<file path="src/rtl/demux_pkg.sv">
// Shared constants and the helper for the packed-bus offset used by the 1:4 router.
package demux_pkg;
  localparam int NUM_OUT = 4;
  localparam int SEL_W   = 2;

  function automatic int unsigned ch_off(input int unsigned k, input int unsigned w);
    return k * w;
  endfunction
endpackage

</file>
<file path="src/rtl/demux_slot.sv">
// One output channel: a single-entry holding register and a wrapping delivery counter.
module demux_slot #(
  parameter int W     = 8,
  parameter int CNT_W = 8
) (
  input  logic             clk,
  input  logic             rst_n,
  input  logic             load_i,
  input  logic             deliver_i,
  input  logic             flush_i,
  input  logic [W-1:0]     data_i,
  output logic             valid_o,
  output logic [W-1:0]     data_o,
  output logic [CNT_W-1:0] cnt_o
);
  logic             full_q, full_d;
  logic [W-1:0]     data_q, data_d;
  logic [CNT_W-1:0] cnt_q, cnt_d;

  // Load wins over delivery so a pass-through refill keeps the slot full.
  always_comb begin
    full_d = full_q;
    data_d = data_q;
    cnt_d  = cnt_q;
    if (flush_i) begin
      full_d = 1'b0;
    end else if (load_i) begin
      full_d = 1'b1;
      data_d = data_i;
    end else if (deliver_i) begin
      full_d = 1'b0;
    end
    if (deliver_i) cnt_d = cnt_q + 1'b1;
  end

  always_ff @(posedge clk or negedge rst_n) begin
    if (!rst_n) begin
      full_q <= 1'b0;
      data_q <= '0;
      cnt_q  <= '0;
    end else begin
      full_q <= full_d;
      data_q <= data_d;
      cnt_q  <= cnt_d;
    end
  end

  assign valid_o = full_q;
  assign data_o  = data_q;
  assign cnt_o   = cnt_q;
endmodule

</file>
<file path="src/rtl/demux_router.sv">
// 1:4 valid/ready router: select decode, in_ready mux and bus packing around four slots.
module demux_router
  import demux_pkg::*;
#(
  parameter int W     = 8,
  parameter int CNT_W = 8
) (
  input  logic                     clk,
  input  logic                     rst_n,
  input  logic                     in_valid,
  output logic                     in_ready,
  input  logic [SEL_W-1:0]         in_sel,
  input  logic [W-1:0]             in_data,
  input  logic                     flush,
  output logic [NUM_OUT-1:0]       out_valid,
  input  logic [NUM_OUT-1:0]       out_ready,
  output logic [NUM_OUT*W-1:0]     out_data,
  output logic [NUM_OUT*CNT_W-1:0] cnt
);
  logic               accept;
  logic [NUM_OUT-1:0] load, deliver;

  assign in_ready = !flush && (!out_valid[in_sel] || out_ready[in_sel]);
  assign accept   = in_valid && in_ready;
  assign deliver  = out_valid & out_ready;

  for (genvar k = 0; k < NUM_OUT; k++) begin : g_ch
    assign load[k] = accept && (in_sel == SEL_W'(k));

    demux_slot #(.W(W), .CNT_W(CNT_W)) u_slot (
      .clk       (clk),
      .rst_n     (rst_n),
      .load_i    (load[k]),
      .deliver_i (deliver[k]),
      .flush_i   (flush),
      .data_i    (in_data),
      .valid_o   (out_valid[k]),
      .data_o    (out_data[ch_off(k, W) +: W]),
      .cnt_o     (cnt[ch_off(k, CNT_W) +: CNT_W])
    );
  end
endmodule

</file>
<file path="config.mk">
export PLATFORM = sky130hd
export DESIGN_NAME = demux_router
export DESIGN_NICKNAME = d
export VERILOG_FILES = /design/src/rtl/demux_pkg.sv /design/src/rtl/demux_slot.sv /design/src/rtl/demux_router.sv
export SDC_FILE = /design/constraint.sdc
export NUM_CORES = 1
export LEC_CHECK = 0
export BUFFER_PORTS_ARGS = -buffer_cell sky130_fd_sc_hd__buf_2
export CAP_MARGIN = 20
export CELL_PAD_IN_SITES_DETAIL_PLACEMENT = 1
export CELL_PAD_IN_SITES_GLOBAL_PLACEMENT = 2
export CORE_MARGIN = 1.5
export CORE_UTILIZATION = 33
export DETAILED_ROUTE_END_ITERATION = 10
export PLACE_DENSITY = 0.87
export SYNTH_ARGS = -nofsm -noshare
export SYNTH_HDL_FRONTEND = slang
export SYNTH_SLANG_ARGS = --single-unit
</file>
<file path="constraint.sdc">
create_clock -name clk -period 1.7 [get_ports clk]
set_clock_uncertainty 0.1 [all_clocks]
set_input_delay 0 -clock clk [delete_from_list [all_inputs] [get_ports clk]]
set_output_delay 0 -clock clk [all_outputs]
set_load 0.02 [all_outputs]
</file>
==> impl_results.md <==
- Status: complete, no violations
- Worst slew pin tran: 361 ps
- Most frequent cells in the layout: buf_2 (86), dfrtp_1 (68), mux2_2 (28)
- Rel. slew slack: 75.7%
- IO buf count: 86
- Top achievable clock speed: 0.641 GHz
- XOR/XNOR Fraction of Synth Area: 8.55%
- Drt pass-1 iters: 4
- Maximum VDD drop: 603 uV
- Die Y: 96.2 um
- Iter 0 DRT Violations: 39
- Min-Delay Path Class: input pin to async pin
- Cells after Synth: 208
- Share of layout cells above drive strength 1: 45.6%
- Leak: 1.87 nW
- Die ar.: 0.00926 mm^2
- Worst flop-to-flop path endpoint: g_ch[3].u_slot.data_o[1]
- Fill cell count: 906
- FF-to-FF setup slack: 160 ps
- Avg Inst Size Synth: 13.8 um^2
- Global router's overall resource usage: 15.1%
- Cts hold-fix bufs: 14
- Worst R2R Path Depth: 3
- Yosys cell types: 34
- CP arrival: 1460 ps
- Resize count post-CTS: 0
- Synth warn: 0
- Hpwl dp: 4.64 mm
- Total chip power: 0.00482 W
- Avg WL per Cell: 15.4 um
- Critical path's slowest cell: dlygate4sd3_1
- Worst path cell trace: dlygate4sd3_1 -> buf_2 -> nand2b_1 -> o311ai_0 -> a21oi_1 -> buf_2
- Worst Path Required: 1600 ps
- Kind of cell adding the most delay to the critical path: buffers and inverters
- Critical Path Most Common Cell: buf_2
- Fin crit share: 91.8%
- Setup-failing EPs final: 0
- Final min period: 1560 ps
- Area of the multi-input gates: 0.00110 mm^2
- Layout area overhead: 31.2%
- Maxcap violations: 0
- Critical Path Sink Type: primary output
- Syn_nets: 230
- Vias per inst: 4.65
- Cell area after synthesis: 0.00287 mm^2
- Antenna diode count: 0
- Clock tree from TritonCTS: done
- Number of synthesized register bits: 68
- CP Buf/Inv Count: 3
- Power Density: 1280 mW/mm^2
- RSZ-0062 raised after global routing: no
- Multiplexer share of the synthesized area: 15.5%
- Antenna violations before repair: 0
- Synth Area in Simple Gates: 11.1%
- Compound-Gate Fraction of Synth Area: 1.27%
- Std-Cell Rows: 33
- Final hold vios: 0
- Vias in the first global route: 2,094
- Worst setup SP type: input pin
- Cts bufs inserted: 9
- ANT nets after route: 0
- Die W: 96.2 um
- Placed cell count: 395
- Clock Pin Slew Worst Setup and Hold Paths: 80 ps
- Max Slew Vio Count: 0
- Crit Reg-Reg Startpoint: g_ch[3].u_slot.valid_o
- Clk sinks: 68
- Ports: 87
- Synth Area in Adders: 1.75%
- H-tree levels: 3
- Sequential Area: 0.00170 mm^2
- Routed via count: 1,976
- First-pass GRT wire length: 10.5 mm
- Sequential area share after synthesis: 59.3%
- Setup tns final: 0 ps
- # nets final: 337
- Root Buffer: clkbuf_8
- Core area: 0.00830 mm^2
- Total congestion overflow: 0
- Critical path peak fanout: 4
- CTS max path bufs: 2
- Final Routed Wirelength: 6.54 mm
- Starting Density: 34.6%
- Most common cell after layout, fill and taps aside: buf_2
- Fin cells: 425
- Post-CTS setup buffer count: 0
- Critical path class: input pin to primary output
- Largest family of logic cells by synthesized area: multiplexers
- Clock latency on the worst-skew pair: 340 ps
- Routability-driven placement congestion ratio: 0.719
- Pin count of the biggest net entering global routing: 69
- CP max stage delay: 530 ps
- DR DRC count: 0
## synth_stat cells (all sizes together)
cell type  instances  area, um^2
inv                4        15.0
clkbuf             2        8.75
nand4bb            1        11.3
mux2i              1        10.0
dfrtp             68        1700
nand2              9        33.8
nor2               8        30.0
nand2b             4        25.0
xor2               9        78.8
and4               1        8.76
o21bai             1        7.51
ha                 4        50.1
and4b              1        10.0
buf                6        46.3
nor3               2        10.0
nor4               1        6.26
a21oi              1        5.00
xnor2             19         166
and2               2        12.5
nand4             12        81.3
and3               2        12.5
nor2b              1        13.8
o311ai             1        8.76
o21ai              3        15.0
nand3              7        40.0
nand4b             1        15.0
mux2              36         435
or3b               1        8.76
## routing by layer
metal / part of all wire (%) / wire length, um / vias to the layer above / track usage [%]
li1: - / - / 933 / -
met1: 44 / 2870 / 973 / 18.8
met2: 47 / 3070 / 63 / 23.8
met3: 8.1 / 531 / 7 / 5.85
met4: 1.0 / 67 / 0 / 5.51
met5: 0 / 0 / - / 0
## through the flow
step	hold WS, ps	setup slack (ps)	area [um^2]	util (%)
finish	102	139	3760	45.3
detailed placement	-46.5	171	3420	41.2
global route	126	22.8	3760	45.3
CTS	94.2	95.7	3760	45.3
global placement	-47.8	209	3420	41.2
floorplan	-396	271	2870	-
## report_power, final
part	internal, W	switching, W
clock network	0.000700	0.000684
registers	0.00192	0.000255
logic	0.000535	0.000728
total	0.00315	0.00167
## layout make-up
type	instances	share of cell area (%)
inverters	4	0.399
repair buffers	104	16.3
multi-input cells	128	29.1
flip-flops and latches	68	45.2
clock inverters	7	2.19
well taps	105	3.49
clock buffers	9	3.29
## worst min-delay path: cells and delay by family
| family | cells | cell delay [ps] |
|---|---|---|
| buffers and inverters | 3 | 950 |
## worst max path at each step
stage	cells after the start	from	to	slack (ps)
global route	4	g_ch[0].u_slot.valid_o	in_ready	20
detailed placement	3	g_ch[3].u_slot.valid_o	g_ch[3].u_slot.data_o[1]	170
floorplan	3	g_ch[0].u_slot.cnt_o[0]	g_ch[0].u_slot.cnt_o[7]	270
finish	6	out_ready[0]	in_ready	140
global placement	3	g_ch[3].u_slot.valid_o	g_ch[3].u_slot.data_o[3]	210
CTS	4	g_ch[0].u_slot.valid_o	in_ready	100
## logic make-up after synthesis
kind of cell,after synthesis
simple gates,53
xor+xnor,28
flops,68
mux,37
compound gates,6
fa+ha+maj,4
buf+inv,12
## state kept, by name, summed over array words and instances, names as in the netlist
signal               flops
g_ch.u_slot.data_o      32
g_ch.u_slot.cnt_o       32
g_ch.u_slot.valid_o      4
Note: power is estimated with default switching activity, not from simulation.
